`src/rtl/rob_ar_scheduler.sv`:
```
// Round-robin AR scheduler for the reorder buffer: allocates 4-bit AXI IDs from a
// free pool, tracks owners, frees IDs on R beats. Optional cap port: ROB_SCHED_CFG_LIMIT_EN.
//
// state | meaning
// IDLE  | no AR pending; grant and allocate when a request, a free ID and headroom exist
// ISSUE | AR presented to the ROB with a stable ID until m_arready_i
module rob_ar_scheduler #(
    parameter int NUM_REQ         = 4,
    parameter int MAX_OUTSTANDING = 16,
    localparam int OWN_W          = $clog2(NUM_REQ)
) (
    input  logic               clk,
    input  logic               rst,
    input  logic [NUM_REQ-1:0] req_valid_i,
    output logic [NUM_REQ-1:0] req_ready_o,
    output logic [3:0]         m_arid_o,
    output logic               m_arvalid_o,
    input  logic               m_arready_i,
    input  logic               r_done_i,
    input  logic [3:0]         r_done_id_i,
    output logic [OWN_W-1:0]   r_owner_o,
    output logic [4:0]         outstanding_o,
`ifdef ROB_SCHED_CFG_LIMIT_EN
    input  logic [4:0]         cfg_max_out_i,
`endif
    output logic               err_o
);

    localparam logic [0:0] IDLE  = 1'b0;
    localparam logic [0:0] ISSUE = 1'b1;
    localparam logic [4:0] MAX_OUT = 5'(MAX_OUTSTANDING);

    logic [0:0]       state;
    logic [OWN_W-1:0] grant_idx;
    logic [OWN_W-1:0] rr_ptr;
    logic [15:0]      free_mask;
    logic [OWN_W-1:0] owner [16];

    logic [4:0]       eff_cap;
    logic             alloc;
    logic             free_hit;
    logic             ar_hs;
    logic [3:0]       alloc_id;
    logic [OWN_W-1:0] win_idx;
    logic [OWN_W-1:0] hi_idx;
    logic [OWN_W-1:0] lo_idx;
    logic             hi_found;

`ifdef ROB_SCHED_CFG_LIMIT_EN
    assign eff_cap = (cfg_max_out_i < MAX_OUT) ? cfg_max_out_i : MAX_OUT;
`else
    assign eff_cap = MAX_OUT;
`endif

    // Two-pass priority: requesters at/after rr_ptr beat those that wrapped.
    always_comb begin
        hi_found = 1'b0;
        hi_idx   = '0;
        lo_idx   = '0;
        for (int j = NUM_REQ - 1; j >= 0; j--) begin
            if (req_valid_i[j]) begin
                if (OWN_W'(j) >= rr_ptr) begin
                    hi_found = 1'b1;
                    hi_idx   = OWN_W'(j);
                end else begin
                    lo_idx = OWN_W'(j);
                end
            end
        end
        win_idx = hi_found ? hi_idx : lo_idx;
    end

    always_comb begin
        alloc_id = 4'd0;
        for (int k = 15; k >= 0; k--) begin
            if (free_mask[k]) alloc_id = 4'(k);
        end
    end

    assign alloc    = (state == IDLE) && (|req_valid_i) && (outstanding_o < eff_cap)
                      && (free_mask != 16'h0000);
    assign free_hit = r_done_i && !free_mask[r_done_id_i];
    assign ar_hs    = (state == ISSUE) && m_arready_i;

    assign m_arvalid_o = (state == ISSUE);
    assign r_owner_o   = owner[r_done_id_i];

    always_comb begin
        req_ready_o = '0;
        for (int j = 0; j < NUM_REQ; j++) begin
            req_ready_o[j] = ar_hs && (grant_idx == OWN_W'(j));
        end
    end

    always_ff @(posedge clk or posedge rst) begin
        if (rst) begin
            state         <= IDLE;
            grant_idx     <= '0;
            m_arid_o      <= 4'd0;
            rr_ptr        <= '0;
            free_mask     <= 16'hFFFF;
            outstanding_o <= 5'd0;
            err_o         <= 1'b0;
            for (int i = 0; i < 16; i++) owner[i] <= '0;
        end else begin
            if (alloc) begin
                state            <= ISSUE;
                grant_idx        <= win_idx;
                m_arid_o         <= alloc_id;
                owner[alloc_id]  <= win_idx;
            end else if (ar_hs) begin
                state  <= IDLE;
                rr_ptr <= (grant_idx == OWN_W'(NUM_REQ - 1)) ? '0 : grant_idx + OWN_W'(1);
            end

            // An allocated ID always has its mask bit clear, so alloc and free never collide.
            free_mask <= (free_mask & ~({15'd0, alloc} << alloc_id))
                         | ({15'd0, free_hit} << r_done_id_i);
            outstanding_o <= outstanding_o + {4'd0, alloc} - {4'd0, free_hit};

            if (r_done_i && free_mask[r_done_id_i]) err_o <= 1'b1;
        end
    end

endmodule
```
`config.mk`:
```
export PLATFORM = sky130hd
export DESIGN_NAME = rob_ar_scheduler
export DESIGN_NICKNAME = d
export VERILOG_FILES = /design/src/rtl/rob_ar_scheduler.sv
export SDC_FILE = /design/constraint.sdc
export NUM_CORES = 1
export LEC_CHECK = 0
export CORE_UTILIZATION = 54
export CTS_BUF_LIST = sky130_fd_sc_hd__clkbuf_8
export DETAILED_ROUTE_END_ITERATION = 12
export GPL_TIMING_DRIVEN = 0
export PLACE_DENSITY = 0.75
export SLEW_MARGIN = 30
export SYNTH_ARGS = -nofsm -noshare
export SYNTH_HDL_FRONTEND = slang
export SYNTH_SLANG_ARGS = --single-unit
```
`constraint.sdc`:
```
create_clock -name clk -period 3 [get_ports clk]
set_clock_uncertainty 0.15 [all_clocks]
set_input_delay 0.3 -clock clk [delete_from_list [all_inputs] [get_ports clk]]
set_output_delay 0.3 -clock clk [all_outputs]
set_load 0.005 [all_outputs]
```
Word level (Yosys, flattened, before mapping) --
Cells that the tools add are included.
Word-level totals: input port bits 12, logic and storage cells 116, register bits 63
Cells by class: equal/unequal tests 3, shift-type cells 2, muxes and demuxes 52, $lt $le $gt $ge 9, reductions and logical operators 17, add/subtract/negate cells 3, bitwise gates (word level) 7
Operator list (number):
- $mux W4 | 16
- $mux W2 | 21
- $bwmux W32 | 1
- $shl A1 B4 Y16 | 2
- $and A16 B16 Y16 | 1
- $not A16 Y16 | 1
- $or A16 B16 Y16 | 1
- $reduce_bool A16 Y1 | 1
- $logic_and A1 B1 Y1 | 11
- $mux W1 | 11
- $ge A5 B5 Y1 const B | 2
- $not A4 Y5 | 2
- $bmux W2 S4 | 1
- $demux W2 S4 | 1
- $add A5 B1 Y5 | 1
- $lt A4 B5 Y1 const B | 1
- $lt A5 B1 Y1 const B | 1
- $lt A5 B5 Y1 const B | 1
- $sub A5 B1 Y5 | 1
- $bmux W1 S4 | 1
- $eq A2 B2 Y1 const B | 2
- $ge A1 B2 Y1 const A | 2
- $ge A2 B2 Y1 const A | 2
- $reduce_or A4 Y1 | 1
- other kinds (7) | 8

Longest topological paths before layout --
Gate-level depths: netlist (run 1).
word-level depth 22, mapped depth 16, gate-level depth less buffers 14

Least setup slack after synthesis (run 1) --
OpenSTA, ideal clock, no wires.
kind input port to flip-flop, start input r_done_id_i[0], end register outstanding_o[4], path buffers 2, slack -464 ps, stages on the path 15, data required time 2725 ps, arrival 3189 ps, setup time 125 ps, cells stage by stage clkbuf_1 > clkbuf_1 > mux4_2 > mux2_2 > o21ai_0 > and2_1 > ha_1 > inv_1 > ha_1 > inv_1 > fa_1 > inv_1 > a21o_1 > a21oi_1 > xnor2_1
On the way: cells in the longest elaborated chain, start to end 5
RTL lines:
- start, declared | RTL line 20 | input logic [3:0] r_done_id_i,
- $bmux W1 S4 | RTL line 82 | assign free_hit = r_done_i && !free_mask[r_done_id_i];
- $mux W1 (implied by the code) | RTL line 82
- $logic_not A1 Y1 | RTL line 82
- $logic_and A1 B1 Y1 | RTL line 82
- $sub A5 B1 Y5 | RTL line 119 | outstanding_o <= outstanding_o + {4'd0, alloc} - {4'd0, free_hit};
- end signal, assigned | RTL line 119
- end, declared | RTL line 22 | output logic [4:0] outstanding_o,
Every way passes these cells. The select of a mux whose other input is x is not followed. A chain may end at the register's enable or synchronous reset.

Worst setup path in the final report (run 1) --
start register free_mask[0], end register outstanding_o[4]
On the way: cells in the longest elaborated chain, start to end 5, elaborated cells between the ends (all ways) 8
RTL lines:
- start, declared | RTL line 36 | logic [15:0] free_mask;
- start signal, assigned | RTL line 117 | free_mask <= (free_mask & ~({15'd0, alloc} << alloc_id))
- branches (longest 4 deep; another with $add A5 B1 Y5)
- $sub A5 B1 Y5 * | RTL line 119
Every way passes the cells marked *. The select of a mux whose other input is x is not followed.

==> impl_metrics.toml, run 1 <==
[status]
result_of_the_run = "finished clean"

[placement]
port_buffers = 25
detailedPlace.worstSlack_ns = -0.670
dp.final_hpwl_um = 5570
globalplace.congestion = 0.920
cells_after_dpl = 389
postPlaceCellArea_sq_mm = 0.00381

[worst_setup_path]
most_frequent_cell_on_the_critical_path = "sky130_fd_sc_hd__inv_2"
timing.setup.critical_path_class = "reg -> reg"
timing.critical_path.arrival_ns = 2.99
r2r_cells = 13
crit_chain = "mux4_2 -> mux2_4 -> o21ai_4 -> and2_4 -> ha_4 -> inv_2 -> ha_4 -> inv_2 -> fa_2 -> inv_2 -> a21o_1 -> a21oi_2 -> xnor2_1"
worstReg2RegStart = "free_mask[0]$_DFF_PP1_"
data_required_time_of_the_critical_path_ns = 3.08
critPathMaxFanout = 5
crit_family = "multiplexers"
cp_bufs_invs = 3
critical_path.slowest_cell = "sky130_fd_sc_hd__mux4_2"
startpoint_type = "flip-flop"
r2r_slack_ns = 0.09
r2r-end = "outstanding_o[4]$_DFF_PP0_"
max_incr_delay_on_cp_ns = 0.50
critical_path.endpoint_type = "flip-flop"

[synth]
portion_of_synthesized_cell_area_occupied_by_the_leading_cell_type_pct = 34.4
ys_async_sr_fraction_pct = 100
synth.top_cells.by_count = "sky130_fd_sc_hd__dfrtp_1, sky130_fd_sc_hd__mux2_2, sky130_fd_sc_hd__inv_1"
post-synth-top-area-cell = "sky130_fd_sc_hd__dfrtp_1"
ys_types = 47
synth_top_flop_cell = "sky130_fd_sc_hd__dfrtp_1"
seq_area_frac_synth_pct = 46.6
yosys_warnings = 0
synthCells = 288
avgSynthCellArea_sq_um = 11.9
mappedNetlistNets = 310
synth.most_common_cell = "sky130_fd_sc_hd__dfrtp_1"
synth_seq_cells = 63
cell_area_synth_sq_mm = 0.00342
synth_edf_count = 0
synth_top_area_cells = "sky130_fd_sc_hd__dfrtp_1, sky130_fd_sc_hd__dfstp_2, sky130_fd_sc_hd__mux2_2"

[grt]
grt_pass1_wl_um = 12400
antenna_found_initial = 0
maximum_number_of_pins_on_one_net_before_global_route_repair = 38
via_count_of_the_first_global_routing_pass = 2382
grt-ovfl-total = 0
grt.total_usage_pct = 26.0

[clock_tree]
cts_tree = "yes"
cts_sinks = 63
path_clk_slew_ns = 0.08
bufs_on_longest_clock_path = 2
clock_latency_reported_for_the_late_side_of_the_worst_skew_pair_ns = 0.35
ctsHoldBuffers = 0
htree_levels = 3
cts_buffers = 9
ctsRootBufferMaster = "sky130_fd_sc_hd__clkbuf_8"

[floorplanning]
die_area_sq_mm = 0.00666
floorplan.initialDensity_pct = 56.8
num_rows = 28
dieHeight_um = 81.6
core_sq_mm = 0.00603
die_w_um = 81.6
num_io_pins = 29

[sta]
slew_violations = 0
fin_setup_tns_ns = 0
setup_slack_of_the_critical_path_after_layout_ns = 0.0905
fin_crit_sh_pct = 97.0
timing_hold_violations_final = 0
relSlewSlack_pct = 42.2
time_the_worst_path_needs_with_i_o_delays_and_setup_ns = 2.91
worst_pin_slew_ns = 0.868
achievable-frequency_mhz = 344
final_setup_violation_count = 0

[cells_and_area]
insertedDiodeCount = 0
post_route_non_filler_standard_cell_count = 411
drive_above_1_share_pct = 33.3
final_design_area_no_fill_sq_mm = 0.00412
area.growth.synth_to_final_pct = 20.4
fin_nets = 353
post_layout_utilization_of_the_core_pct = 68.4

[pwr]
power_report.internal_total_mw = 2.41
p_seq_share_pct = 40.6
p_sw_share_pct = 36.6
power_density_mw_per_mm2 = 924
vdd_drop_max_uv = 553
total_leakage_power_nw = 1.79
net-switching-power_mw = 1.39
power_frac_clock_pct = 17.1
share_comb_of_total_power_pct = 42.3

[detailed_routing]
wire_per_inst_um = 18.3
drt-pass1-iter-count = 4
postRouteWirelength_um = 7510
vias = 2405
routed_via_density = 5.85
initialDrtViolationCount = 175
detail-route-antenna-nets = 0
drc = 0

[worst_hold_path]
hp_class = "in -> async"

[flow_run]
max_cap_violations = 0
[metrics by stage]
| step | hold slack (ns) | total power, mW |
|---|---|---|
| 2_1_floorplan | 0.246 | 2.48 |
| 3_3_place_gp | 0.308 | 2.91 |
| 3_5_place_dp | 0.326 | 2.98 |
| 4_1_cts | 0.137 | 3.69 |
| 5_1_grt | 0.158 | 4.06 |
| 6_report | 0.127 | 3.81 |
[per-layer routing]
| metal | share of wire [%] | vias up | GRT usage [%] | routed length [um] |
|---|---|---|---|---|
| li1 | - | 1141 | - | - |
| met1 | 47 | 1197 | 36.6 | 3510 |
| met2 | 47 | 55 | 39.3 | 3560 |
| met3 | 4.2 | 12 | 6.00 | 315 |
| met4 | 1.6 | 0 | 10.0 | 123 |
| met5 | 0 | - | 0 | 0 |
[cell type report]
cell class | count | area (sq um)
buffer | 8 | 48.8
clock buffer | 11 | 151
clock inverter | 5 | 20.0
fill | 447 | 1910
inverter | 21 | 81.3
multi-input combinational | 196 | 1810
sequential | 63 | 1600
tap | 75 | 93.8
timing repair buffer | 32 | 315
[flip-flops by register name, summed over array words and instances (netlist names)]
name / count
err_o: 1
free_mask: 16
grant_idx: 2
m_arid_o: 4
m_arvalid_o: 1
outstanding_o: 5
owner: 32
rr_ptr: 2
[worst reg2reg max path, cell delays in order (launching register included)]
cell and delay [ns]:
sky130_fd_sc_hd__dfstp_2 0.41, sky130_fd_sc_hd__mux4_2 0.50, sky130_fd_sc_hd__mux2_4 0.31, sky130_fd_sc_hd__o21ai_4 0.16, sky130_fd_sc_hd__and2_4 0.17, sky130_fd_sc_hd__ha_4 0.19, sky130_fd_sc_hd__inv_2 0.06, sky130_fd_sc_hd__ha_4 0.12
sky130_fd_sc_hd__inv_2 0.04, sky130_fd_sc_hd__fa_2 0.36, sky130_fd_sc_hd__inv_2 0.05, sky130_fd_sc_hd__a21o_1 0.11, sky130_fd_sc_hd__a21oi_2 0.05, sky130_fd_sc_hd__xnor2_1 0.12
[power by group through the flow]
stage	Combinational, mW	Clock, mW	Sequential (mW)
finish	1.61	0.652	1.55
global route	1.78	0.694	1.59
CTS	1.48	0.660	1.54
detailed placement	1.44	0	1.54
global placement	1.40	0	1.51
floorplan	1.03	0	1.45
[timing repair]
item	4_1_cts	5_1_grt
endpoints found under the setup margin	4	1
setup buffers	1	5
pin swaps	0	7
gates cloned	0	0
gates resized for setup	9	12
[kinds of logic after synthesis]
| family | count (synthesis) | synth area share (%) |
|---|---|---|
| and+or+nand+nor | 80 | 12.5 |
| adders and majority gates | 10 | 3.87 |
| muxes | 57 | 23.3 |
| DFF | 63 | 46.6 |
| AOI/OAI and AO/OA | 45 | 9.50 |
| xor gates and xnor gates | 4 | 1.02 |
| buffers and inverters | 29 | 3.18 |
[how the worst max path moves through the flow]
stage	startpoint	to	slack [ns]	cells after the start
finish	free_mask[0]$_DFF_PP1_	outstanding_o[4]$_DFF_PP0_	0.09	13
global route	free_mask[0]$_DFF_PP1_	outstanding_o[4]$_DFF_PP0_	-0.0003	13
CTS	free_mask[3]$_DFF_PP1_	outstanding_o[4]$_DFF_PP0_	0.0001	13
detailed placement	req_valid_i[3]	outstanding_o[4]$_DFF_PP0_	-0.67	13
global placement	req_valid_i[3]	outstanding_o[4]$_DFF_PP0_	-0.60	13
floorplan	r_done_id_i[1]	outstanding_o[4]$_DFF_PP0_	0.003	14
[cell usage in the layout, fill, tap and decap left out, types with 3 or more instances in the layout]
cell type / count
sky130_fd_sc_hd__nor4_2: 3
sky130_fd_sc_hd__mux2_2: 33
sky130_fd_sc_hd__mux4_2: 14
sky130_fd_sc_hd__and3_1: 7
sky130_fd_sc_hd__nand2_1: 17
sky130_fd_sc_hd__mux2_4: 3
sky130_fd_sc_hd__a21o_1: 4
sky130_fd_sc_hd__clkbuf_8: 12
sky130_fd_sc_hd__inv_1: 21
sky130_fd_sc_hd__o31ai_1: 3
sky130_fd_sc_hd__nor2b_1: 3
sky130_fd_sc_hd__ha_1: 7
sky130_fd_sc_hd__dfrtp_1: 47
sky130_fd_sc_hd__clkbuf_1: 4
sky130_fd_sc_hd__nor2_1: 19
sky130_fd_sc_hd__xnor2_1: 4
sky130_fd_sc_hd__a21oi_1: 7
sky130_fd_sc_hd__o21ai_4: 3
sky130_fd_sc_hd__inv_2: 3
sky130_fd_sc_hd__nand3_1: 9
sky130_fd_sc_hd__o21ai_0: 12
sky130_fd_sc_hd__nor3_1: 5
sky130_fd_sc_hd__mux2i_1: 7
sky130_fd_sc_hd__clkdlybuf4s50_1: 25
sky130_fd_sc_hd__buf_4: 6
sky130_fd_sc_hd__dfstp_2: 16
Power figures use the tool's default switching activity.
==> run 2, diff against run 1 <==
Settings changed: SLEW_MARGIN 30 to 10.
==> impl_metrics.toml, run 2 (same netlist as run 1, synthesis figures left out) <==
[worst_setup_path]
r2r_cells = 13
r2r_slack_ns = 0.09
max_incr_delay_on_cp_ns = 0.50
critical_path.slowest_cell = "sky130_fd_sc_hd__mux4_2"
r2r-end = "outstanding_o[4]$_DFF_PP0_"
crit_chain = "mux4_2 -> mux2_4 -> o21ai_4 -> and2_4 -> ha_4 -> inv_2 -> ha_4 -> inv_2 -> fa_2 -> inv_2 -> a21o_1 -> a21oi_2 -> xnor2_1"
most_frequent_cell_on_the_critical_path = "sky130_fd_sc_hd__inv_2"
startpoint_type = "flip-flop"
timing.critical_path.arrival_ns = 3.00
data_required_time_of_the_critical_path_ns = 3.10
critical_path.endpoint_type = "flip-flop"
timing.setup.critical_path_class = "reg -> reg"
critPathMaxFanout = 5
worstReg2RegStart = "free_mask[3]$_DFF_PP1_"

[sta]
relSlewSlack_pct = 31.5
grt_setup_unrepaired = "false"
achievable-frequency_mhz = 344
time_the_worst_path_needs_with_i_o_delays_and_setup_ns = 2.91
timing_hold_violations_final = 0
fin_crit_sh_pct = 97.0
worst_pin_slew_ns = 1.03
slew_violations = 0
final_setup_violation_count = 0

[cells_and_area]
drive_above_1_share_pct = 33.5
largest_reg_flops = 32
fin_nets = 348
final_common_cell = "sky130_fd_sc_hd__dfrtp_1"
registers.top_by_ff_count = "owner"
final_design_area_no_fill_sq_mm = 0.00413
layout_top_registers = "owner: 32 flops, free_mask: 16 flops, outstanding_o: 5 flops"
area.growth.synth_to_final_pct = 20.7
post_layout_utilization_of_the_core_pct = 68.5
post_route_non_filler_standard_cell_count = 406
insertedDiodeCount = 0
layout_common_cells = "sky130_fd_sc_hd__dfrtp_1, sky130_fd_sc_hd__mux2_2, sky130_fd_sc_hd__clkdlybuf4s50_1"

[detailed_routing]
detail-route-antenna-nets = 0
vias = 2419
drc = 0
routed_via_density = 5.96
drt-pass1-iter-count = 4
wire_per_inst_um = 18.5
postRouteWirelength_um = 7510
initialDrtViolationCount = 177

[placement]
port_buffers = 25
dp.final_hpwl_um = 5390
cells_after_dpl = 388
postPlaceCellArea_sq_mm = 0.00379
globalplace.congestion = 0.920

[grt]
grt-ovfl-total = 0
maximum_number_of_pins_on_one_net_before_global_route_repair = 64
grt_pass1_wl_um = 12400
grt.total_usage_pct = 25.7
antenna_found_initial = 0
via_count_of_the_first_global_routing_pass = 2393

[floorplanning]
dieHeight_um = 81.6
num_io_pins = 29
floorplan.initialDensity_pct = 56.8
core_sq_mm = 0.00603
num_rows = 28
die_area_sq_mm = 0.00666
die_w_um = 81.6

[pwr]
vdd_drop_max_uv = 625
total_leakage_power_nw = 1.76
power_density_mw_per_mm2 = 961

[clock_tree]
cts_buffers = 9
cts_sinks = 63
ctsRootBufferMaster = "sky130_fd_sc_hd__clkbuf_8"
bufs_on_longest_clock_path = 2
cts_tree = "yes"
htree_levels = 3
clock_latency_reported_for_the_late_side_of_the_worst_skew_pair_ns = 0.35
path_clk_slew_ns = 0.08

[status]
result_of_the_run = "finished clean"

[flow_run]
max_cap_violations = 0

[worst_hold_path]
hp_class = "in -> async"
run 2: changes by cell type in the layout (fill, tap and decap cells not counted), sizes merged:
| cell | change |
|---|---|
| buf | -5 |
| inv | -4 |
| bufinv | +2 |
| clkinvlp | +2 |
run 2: how the worst max path moves through the flow:
stage | start | endpoint | slack, ns | depth (start not counted)
6_report | free_mask[3]$_DFF_PP1_ | outstanding_o[4]$_DFF_PP0_ | 0.09 | 13
5_1_grt | free_mask[3]$_DFF_PP1_ | outstanding_o[4]$_DFF_PP0_ | 0.02 | 13
4_1_cts | free_mask[3]$_DFF_PP1_ | outstanding_o[4]$_DFF_PP0_ | 0.05 | 13
3_5_place_dp | req_valid_i[3] | outstanding_o[4]$_DFF_PP0_ | -0.70 | 13
3_3_place_gp | req_valid_i[3] | outstanding_o[4]$_DFF_PP0_ | -0.60 | 13
2_1_floorplan | r_done_id_i[1] | outstanding_o[4]$_DFF_PP0_ | 0.003 | 14
run 2: timing repair:
| item | 4_1_cts | 5_1_grt |
|---|---|---|
| buffers inserted | 1 | 1 |
| hold buffers | 0 | 0 |
| resized for setup | 10 | 11 |
| pin swaps | 0 | 6 |
| endpoints found under the setup margin | 4 | 1 |
run 2: cell type report:
| cell class | count | area (sq um) |
|---|---|---|
| sequential | 63 | 1600 |
| buffer | 8 | 48.8 |
| tap | 75 | 93.8 |
| clock inverter | 5 | 80.1 |
| inverter | 21 | 81.3 |
| fill | 452 | 1900 |
| multi-input combinational | 196 | 1810 |
| timing repair buffer | 27 | 265 |
| clock buffer | 11 | 151 |
run 2: power by group:
| part | total (mW) | internal, mW | switching [mW] |
|---|---|---|---|
| Sequential | 1.55 | 1.22 | 0.328 |
| Combinational | 1.56 | 0.828 | 0.734 |
| Clock | 0.859 | 0.511 | 0.348 |
| Total | 3.97 | 2.56 | 1.41 |
run 2: through the flow:
stage | power (mW) | TNS [ns] | hold slack [ns] | setup slack, ns
finish | 3.97 | 0 | 0.295 | 0.0910
global route | 4.20 | 0 | 0.362 | 0.0171
CTS | 3.88 | 0 | 0.326 | 0.0545
detailed placement | 2.97 | -2.58 | 0.333 | -0.699
global placement | 2.91 | -5.72 | 0.308 | -0.599
floorplan | 2.48 | 0 | 0.246 | 0.00303
run 2: per-layer routing:
metal | vias up | GRT usage, % | part of all wire [%]
met3 | 12 | 5.33 | 3.4
met5 | - | 0 | 0
met1 | 1225 | 36.8 | 48
li1 | 1134 | - | -
met4 | 0 | 10.5 | 1.7
met2 | 48 | 38.3 | 47
run 2: worst max-delay path: cells and delay by family, from the launching register on:
kind | cells | cell delay, ns
muxes | 2 | 0.80
DFF | 1 | 0.41
adders and majority gates | 3 | 0.67
and+or+nand+nor | 1 | 0.17
AOI/OAI and AO/OA | 3 | 0.33
buffers and inverters | 3 | 0.16
xor gates and xnor gates | 1 | 0.12
==> variant 1: new RTL, config.mk and constraints of run 1 <==
The option `ROB_SCHED_CFG_LIMIT_EN` is turned on by a define.
--- a/src/rtl/rob_ar_scheduler.sv
+++ b/src/rtl/rob_ar_scheduler.sv
@@ -4,6 +4,8 @@
 // state | meaning
 // IDLE  | no AR pending; grant and allocate when a request, a free ID and headroom exist
 // ISSUE | AR presented to the ROB with a stable ID until m_arready_i
+`define ROB_SCHED_CFG_LIMIT_EN
+
 module rob_ar_scheduler #(
     parameter int NUM_REQ         = 4,
     parameter int MAX_OUTSTANDING = 16,
Interface: changed (added cfg_max_out_i); port bits go from 29 to 34. The function was not compared with the original's and may differ.
==> variant 1 against run 1 <==
The flow now finishes with violations (negative setup slack). Combinational power grew 17%. Total power up 12%. Setup slack lost 0.14 ns. Critical path depth increased by 4. Sequential cell count did not move. Highest routed layer unchanged. Routed wire length increased by 1.6%. Design area up 1.8%. Critical endpoint unchanged. Core utilization is 0.82 points higher. Synthesized area increased by 1.5%.
==> variant 1: results (changes against run 1) <==
yosys:
  ys_types: 46  # -2.1%
  synth.area.top_cells: "dfrtp_1, dfstp_2, mux2_2"
  ys_seq_area_share_pct: 45.9  # -0.71 points
  synth_commonest_cells: "dfrtp_1, mux2_2, nand2_1, inv_1, dfstp_2"
grt:
  grtUsageTotal_pct: 26.4  # +0.38 points
  grt.met2_usage_pct: 41.2  # +2.0 points
  grt_util_met3_pct: 5.27  # -0.73 points
  grt_pass1_wl_mm: 12.8  # +2.9%
  grt_pass1_vias: 2575  # +8.1%
  grt_max_degree: 43  # +13%
  met1_usage_pct: 36.3  # -0.35 points
routing:
  viasPerCell: 5.94  # +1.5%
  drt-met1-wl_mm: 3.48  # -0.71%
  wl_per_cell_um: 17.8  # -2.7%
  met2_length_mm: 3.59  # +0.79%
  drt_iter0_drc: 240  # +37%
sta:
  fin_setup_tns_ns: -0.0473  # -0.0473 ns
  finalSetupViolCount: 1  # +1
  fin_ws_ns: -0.0473  # -0.138 ns
  tightestPinTransition_ns: 0.759  # -0.108 ns
worst_setup_path:
  r2r_cells: 15  # +2
  r2r-start: "outstanding_o[1]"
  rrSetupSlack_ns: -0.02  # -0.11 ns
  cp_max_fo: 2  # -3
  crit_slowest_cell: "clkdlybuf4s50_1"
  critical-path-max-stage-delay_ns: 0.46  # -0.04 ns
  critPathLaunch: "cfg_max_out_i[1]"
  crit_arrival_ns: 3.12  # +0.13 ns
outcome:
  status: "finished with violations"
  failed_checks: "negative setup slack"
placed_design:
  gp_congestion: 0.900  # -2.2%
  placed_cells: 410  # +5.4%
  place_hpwl_mm: 5.69  # +2.1%
  placed_area_um2: 3910  # +2.7%
  pre_cts_slack_ns: -1.01  # -0.337 ns
  io_buffers: 30  # +20%
final_layout:
  drive_gt1_share_pct: 27.1  # -6.2 points
  fin_nets: 380  # +7.6%
  layoutNonFillerInstCount: 429  # +4.4%
power_and_ir_drop:
  vdd_drop_max_mv: 0.721  # +30%
-- variant 1: cell count changes after synthesis, moves of 4 or more --
| cell | run 1 | this run |
|---|---|---|
| o2bb2ai_1 | 0 | 10 |
| nand2_1 | 17 | 24 |
| o21ai_0 | 13 | 6 |
| ha_1 | 9 | 13 |
| nor2_1 | 19 | 15 |
| o22ai_1 | 0 | 4 |
-- variant 1: worst min path at each step --
| stage | cells past startpoint | endpoint | slack [ns] | startpoint |
|---|---|---|---|---|
| after detailed placement | 1 | err_o | 0.29 | err_o |
| final | 2 | rr_ptr[1] | 0.11 | rst |
| after floorplan | 1 | m_arvalid_o | 0.25 | m_arready_i |
| after global placement | 1 | err_o | 0.29 | err_o |
| after global routing | 2 | m_arvalid_o | 0.13 | rst |
| after CTS | 2 | grant_idx[1] | 0.1 | rst |
-- variant 1: report_power, final --
group | internal [mW] | leakage, nW | switching [mW]
registers | 1.27 | 0.760 | 0.314
clock network | 0.481 | 0.116 | 0.326
logic | 0.981 | 0.975 | 0.901
-- variant 1: layout make-up --
class                           count  area, um^2
Clock inverter                      6        78.8
Tap cell                           75        93.8
Inverter                           23        88.8
Sequential cell                    63        1600
Fill cell                         450        1870
Multi-Input combinational cell    207        1810
Buffer                              9        38.8
Timing Repair Buffer               36         353
Clock buffer                       10         138
-- variant 1: repair_timing --
item                                    CTS  global route
hold buffers                              0             0
endpoints found under the setup margin    6             3
pin swaps                                 1             0
buffers inserted                          3             1
resized for setup                         9             0
-- variant 1: kinds of logic after synthesis --
group           synth area share [%]
mux                             21.3
simple gates                    11.6
compound gates                  11.2
xor+xnor                        1.01
buf+inv                         3.67
fa+ha+maj                       5.26
flops                           45.9
==> variant 2: new RTL, settings of run 1 <==
Without the edit above. Take the reset off `outstanding_o` and load it in a clocked block of its own.
--- a/src/rtl/rob_ar_scheduler.sv
+++ b/src/rtl/rob_ar_scheduler.sv
@@ -99,7 +99,6 @@
             m_arid_o      <= 4'd0;
             rr_ptr        <= '0;
             free_mask     <= 16'hFFFF;
-            outstanding_o <= 5'd0;
             err_o         <= 1'b0;
             for (int i = 0; i < 16; i++) owner[i] <= '0;
         end else begin
@@ -116,10 +115,13 @@
             // An allocated ID always has its mask bit clear, so alloc and free never collide.
             free_mask <= (free_mask & ~({15'd0, alloc} << alloc_id))
                          | ({15'd0, free_hit} << r_done_id_i);
-            outstanding_o <= outstanding_o + {4'd0, alloc} - {4'd0, free_hit};
 
             if (r_done_i && free_mask[r_done_id_i]) err_o <= 1'b1;
         end
     end
 
+    always_ff @(posedge clk) begin
+        outstanding_o <= outstanding_o + {4'd0, alloc} - {4'd0, free_hit};
+    end
+
 endmodule
Behaviour: not the same (a bounded check fails within 4 cycles, from zero or initial values and one cycle with rst high).
==> variant 2 against run 1 <==
Design area down 0.49%. Routed wire length up 5.6%. Sequential cell count unchanged. Setup slack worse by 0.027 ns. Total power up 6.7%. Synthesized area down 1.8%. Non-clock buffer count up 8. Via count up 10%.
==> variant 2: results (changes against run 1) <==
routing:
  dr_wl_met3_um: 553  # +76%
  met2_length_mm: 3.82  # +7.2%
  routed_wl_mm: 7.92  # +5.6%
  viasPerCell: 6.25  # +6.8%
  first_pass_iters: 5  # +1
  drt-met1-wl_mm: 3.36  # -4.2%
  drt_iter0_drc: 273  # +56%
worst_setup_path:
  critical-path-max-stage-delay_ns: 0.51
  crit_arrival_ns: 3.03  # +0.04 ns
  cp_max_fo: 4  # -1
grt:
  grtUsageTotal_pct: 26.4  # +0.41 points
  antenna_found_initial: 0  # unchanged
  grt_max_degree: 35  # -7.9%
  grt_pass1_vias: 2488  # +4.5%
  grt_pass1_wl_mm: 12.5  # +0.77%
placed_design:
  gp_congestion: 0.932  # +1.3%
  pre_cts_slack_ns: -0.501  # +0.170 ns
  place_hpwl_mm: 5.51  # -1.1%
final_layout:
  drive_gt1_share_pct: 31.1  # -2.2 points
  fillCellCount: 436  # -2.5%
  buffers: 48  # +20%
  seq_share_pct: 38.3  # -0.42 points
  multi_input_area_share_pct: 42.3  # -1.7 points
  inv_count: 20  # -4.8%
  fin_nets: 367  # +4.0%
  clockNetworkAreaShare_pct: 5.10  # +0.94 points
  clock_buffers: 12  # +1
  nMultiInputCombCells: 203  # +3.6%
power_and_ir_drop:
  p_seq_share_pct: 38.3  # -2.3 points
  vdd_drop_max_mv: 0.606  # +9.5%
  pg_clk_mw: 0.780  # +20%
  sw_frac_of_total_pct: 36.0  # -0.61 points
  p_int_mw: 2.60  # +7.7%
  power_leakage_nw: 1.78  # -0.33%
sta:
  tightestPinTransition_ns: 0.764  # -0.104 ns
yosys:
  ys_seq_area_share_pct: 46.7  # +0.089 points
  synth_commonest_cells: "dfrtp_1, mux2_2, o21ai_0, nand2_1, inv_1"
  synth.area.top_cells: "dfrtp_1, dfstp_2, mux2_2"
  postSynthNetCount: 320  # +3.2%
  ys_types: 49  # +4.3%
  synth_async_sr_flop_share_pct: 92.1  # -7.9 points
clock_network:
  cts_setup_buffers: 0  # -1
  h-tree-depth: 3  # unchanged
  ctsResizeCount: 6  # -3
outcome:
  status: "finished, final reports clean"
-- variant 2: changes by cell type after synthesis, sizes merged, moves of 3 or more --
cell    before  now
and2         1    4
nand3        9    5
nand2       17   21
dfrtp       47   42
or3          2    6
o21ai       16   24
dfxtp        0    5
clkbuf       8   12
nand3b       1    4
mux2i        7    2
-- variant 2: per-layer routing --
layer / up-vias / global-route usage (%)
met5: - / 0
met4: 0 / 11.3
met3: 28 / 6.74
met2: 136 / 40.3
met1: 1310 / 35.8
li1: 1181 / -
-- variant 2: cells by family (layout without fill, tap and decap cells) --
| logic type | after synthesis | after routing | synth area share (%) |
|---|---|---|---|
| DFF | 63 | 63 | 46.7 |
| xor gates and xnor gates | 4 | 4 | 1.04 |
| buffers and inverters | 32 | 84 | 3.57 |
| AOI/OAI and AO/OA | 53 | 53 | 9.82 |
| muxes | 52 | 52 | 22.2 |
| adders and majority gates | 10 | 10 | 3.94 |
| and+or+nand+nor | 84 | 84 | 12.6 |
-- variant 2: metrics by stage --
| step | std cells | instance area (um^2) |
|---|---|---|
| 2_1_floorplan | 298 | 3380 |
| 3_3_place_gp | 398 | 3720 |
| 3_5_place_dp | 400 | 3760 |
| 4_1_cts | 415 | 3990 |
| 5_1_grt | 425 | 4100 |
| 6_report | 425 | 4100 |
-- variant 2: path summary, 6_finish.rpt --
check,to,start,depth (start not counted),slack [ns]
setup reg to reg,outstanding_o[4],free_mask[3],13,0.06
setup / recovery,outstanding_o[4],free_mask[3],13,0.06
hold reg to reg,err_o,err_o,1,0.34
min in group clk,free_mask[0],r_done_id_i[0],3,0.33
max in group asynchronous,free_mask[15],rst,3,2.03
hold / removal,owner[12],rst,2,0.12
